[src/rtl/count_seq_checker_sat.sv]
// ============================================================================
// Module  : sat_counter
// Brief   : Up-counter that sticks at all-ones.
// Revision: 1.0
// ============================================================================
`default_nettype none

module sat_counter #(
    parameter int CNT_W = 8
) (
    input  logic             clk,
    input  logic             rst_n,
    input  logic             inc,
    output logic [CNT_W-1:0] q
);

    logic [CNT_W-1:0] r_q;

    always_ff @(posedge clk or negedge rst_n) begin
        if (!rst_n) begin
            r_q <= '0;
        end else if (inc && (r_q != {CNT_W{1'b1}})) begin
            r_q <= r_q + {{(CNT_W-1){1'b0}}, 1'b1};
        end
    end

    assign q = r_q;

endmodule

`default_nettype wire

[config.mk]
export PLATFORM = sky130hd
export DESIGN_NAME = sat_counter
export DESIGN_NICKNAME = d
export VERILOG_FILES = /design/src/rtl/count_seq_checker_sat.sv
export SDC_FILE = /design/constraint.sdc
export NUM_CORES = 1
export LEC_CHECK = 0
export CELL_PAD_IN_SITES_DETAIL_PLACEMENT = 0
export CELL_PAD_IN_SITES_GLOBAL_PLACEMENT = 1
export CORE_AREA = 5 5 42 44
export DETAILED_ROUTE_END_ITERATION = 8
export DIE_AREA = 0 0 47 49
export GPL_TIMING_DRIVEN = 0
export PLACE_DENSITY = 0.68
export SYNTH_ARGS = -nofsm -noshare
export SYNTH_HDL_FRONTEND = slang
export SYNTH_SLANG_ARGS = --single-unit
[constraint.sdc]
create_clock -name clk -period 3.6 [get_ports clk]
set_clock_uncertainty 0.15 [all_clocks]
set_input_delay 0.72 -clock clk [delete_from_list [all_inputs] [get_ports clk]]
set_output_delay 0.72 -clock clk [all_outputs]
set_load 0.1 [all_outputs]
Word-level counts from Yosys, hierarchy flattened
Index checks and enable logic that the tools add are counted.
Widths: inputs -> output; s select.
{"block": "op_classes", "add_sub_neg": 1, "eq_ne": 1, "reduce_logical": 1}
{"operator": "$add 8x1->8 const B", "n": 1}
{"operator": "$ne 8x8->1 const B", "n": 1}
{"operator": "$logic_and 1x1->1", "n": 1}
{"block": "totals", "regBits": 8, "inputBits": 3, "elab_cells": 4}

Longest topological paths before layout
{"block": "logic_depth", "depth_word": 2, "mapped_depth": 4, "mapped_depth_nobuf": 4}

Worst setup path after synthesis
OpenSTA, ideal clock, no wires.
{"block": "synth_timing", "path_type": "flip-flop to flip-flop", "startpoint": "register r_q[0] (netlist: q[0])", "endpoint": "register r_q[1] (netlist: q[1])", "t_arrival_ns": 2.009, "required_time_ns": 3.322, "path_slack_ns": 1.313, "path_stages_with_launch": 5, "cell_sequence": "dfrtp_1 > ha_1 > nand4_1 > o21ai_2 > mux2_1"}
{"block": "synth_via", "elab_chain_cells": 2, "word_cells_on_any_way": 3, "cone_classes": "add/sub (1); eq/ne (1); reduce/logical (1)"}
{"element": "start: declaration", "line": "17", "rtl": "logic [CNT_W-1:0] r_q;"}
{"element": "start signal: assignment", "line": "23", "rtl": "r_q <= r_q + {{(CNT_W-1){1'b0}}, 1'b1};"}
{"element": "branches (longest 2 deep; another with $add 8x1->8)"}
Parallel ways; which one is timed is not known.
A chain may end at the register's enable or synchronous reset.

Worst setup path after layout
{"block": "layout_timing", "startpoint": "register r_q[6] (netlist: q[6])", "endpoint": "output port q[6]"}
{"element": "end: declaration", "line": "14", "rtl": "output logic [CNT_W-1:0] q"}
No word-level cell between the ends.

==> results.py <==
metrics = {
    "clock_network": {
        "cts_resized": 0,
        "cts_hold_buffers": 0,
        "clock-root-buffer": "clkbuf_4",
        "cts_buffers": 3,
        "clock-sinks": 8,
        "clock_latency_ps": 250,
        "postCtsSetupBuffers": 0,
        "path_clk_slew_ps": 60,
        "clockBufferDepth": 2,
        "ctsHtreeMaxLevel": 1,
        "cts_tree": "done",
    },
    "synth": {
        "avgSynthCellArea_sq_um": 12.00,
        "synth_cell_types": 23,
        "synth-seq-cells": 8,
        "postSynth.asyncResetShare": 1.000,
        "synthCells": 34,
        "synth_flop_cell": "dfrtp_1",
        "yosysSeqAreaShare": 0.4908,
        "syn-num-nets": 38,
        "synth_edf_count": 0,
        "synth_area_sq_um": 407.9,
        "yosys_warnings": 0,
    },
    "place": {
        "numPortBuffers": 10,
        "place_ws_ps": 1088,
        "hpwl_um": 686.4,
        "routabilityCongestion": 0.7153,
    },
    "setup_path": {
        "critPathTopFamily": "buffers and inverters",
        "worst_path_max_delay_cell": "clkdlybuf4s50_1",
        "startpoint_type": "flip-flop",
        "max_stage_delay_ps": 1190,
        "worstPathMaxFanout": 8,
        "required_ps": 2730,
        "r2r_start": "q[0]",
        "path_cells": "clkdlybuf4s50_1",
        "endpoint_kind": "output port",
        "rrSetupSlack_ps": 1930,
        "reg2reg_depth": 4,
        "r2r-end": "q[1]",
        "worstSetupPathType": "reg2out",
        "path_buf_inv": 1,
        "cp.arrival_ps": 1930,
    },
    "routing": {
        "drtPass1Iterations": 2,
        "initialDrtViolationCount": 1,
        "drc_errors": 0,
        "routed_wl_um": 952,
        "wl_per_cell_um": 15.11,
        "routed_via_density": 5.302,
        "antenna_left": 0,
        "via_count": 334,
    },
    "worst_hold_path": {
        "hold_path_end": "q[0]",
        "hold_path_startpoint": "q[0]",
        "hold_path_depth": 1,
        "hold_path_class": "reg2reg",
    },
    "flow_run": {
        "maxCapViolCount": 0,
    },
    "timing": {
        "maxSlewHeadroom": 0.3416,
        "rsz0062_at_grt": "false",
        "fin_crit_ps": 2796,
        "hold_slack_ps": 383.8,
        "max_freq_mhz": 357.6,
        "fin_tns_setup_ps": 0,
        "tightest_slew_ps": 984.6,
        "hold_viol_final": 0,
        "fin_crit_sh": 0.7767,
        "maxSlewViolCount": 0,
        "setup_viol": 0,
        "setup_ws_ps": 803.9,
    },
    "layout": {
        "drive_gt1_frac": 0.1915,
        "nFillCells": 155,
        "antenna_cells": 0,
        "area_growth_pct": 34.97,
        "most-common-layout-cells": "10 x clkdlybuf4s50_1, 8 x dfrtp_1, 3 x clkbuf_4",
        "largest_reg_flops": 8,
        "layout.nets": 53,
        "final_common_cell": "clkdlybuf4s50_1",
    },
    "floorplanning": {
        "dieArea_sq_um": 2303,
        "ios": 11,
        "die_w_um": 47,
        "coreArea_sq_um": 1401,
        "num_rows": 14,
        "start_util": 0.2911,
        "dieHeight_um": 49,
    },
    "global_route": {
        "antenna_found_initial": 0,
        "groute.usage.overall": 0.09696,
        "grt_pass1_wl_mm": 1.545,
        "grt_pass1_vias": 324,
        "grt_max_degree": 9,
        "grt.overflow.total": 0,
    },
    "status": {
        "status": "complete, no violations",
    },
}
[routing by layer]
layer  part of all wire  wire (um)  track usage
met2               0.51        485       0.1425
met5                  0          0            0
met3              0.056         53      0.05166
met1               0.43        413       0.1071
met4                  0          0      0.05530
[kinds of logic (layout without fill, tap and decap cells)]
family                     count (synthesis)  in the layout  share of synthesized area
AOI/OAI and AO/OA                         11             11                     0.2117
DFF                                        8              8                     0.4908
muxes                                      2              2                    0.06440
adders and majority gates                  1              1                    0.03067
and+or+nand+nor                            9              9                     0.1503
buffers and inverters                      1             14                   0.009194
xor gates and xnor gates                   2              2                    0.04295
[worst max-delay path by stage]
stage                     start   end  slack [ps]  cells past startpoint
after floorplan            q[0]  q[1]        1310                      4
after global routing       q[6]  q[6]         740                      1
after global placement     q[6]  q[6]        1100                      1
after CTS                  q[6]  q[6]         790                      1
after detailed placement   q[6]  q[6]        1090                      1
final                      q[6]  q[6]         800                      1
[final cells by class]
cell class	instances	area [sq um]	share of cell area
clock buffers	3	22.52	0.04091
well taps	16	20.02	0.03636
inverters	1	3.754	0.006818
multi-input cells	25	203.9	0.3705
repair buffers	10	100.1	0.1818
flip-flops and latches	8	200.2	0.3636
[per-stage QoR]
step,instances,instance area (sq um),util
6_report,63,550.5,0.3929
5_1_grt,63,550.5,0.3929
4_1_cts,63,550.5,0.3929
3_5_place_dp,60,528.0,0.3768
3_3_place_gp,60,528.0,0.3768
2_1_floorplan,34,407.9,-
[Yosys cell counts (2+ instances only)]
cell type	n	share of area
dfrtp_1	8	0.49
a21oi_1	2	0.025
a31oi_1	2	0.031
a41oi_1	2	0.043
nand3_1	2	0.025
Power is not shown: default switching activity piles up to over one toggle a cycle in this logic, so the estimate is an artifact.
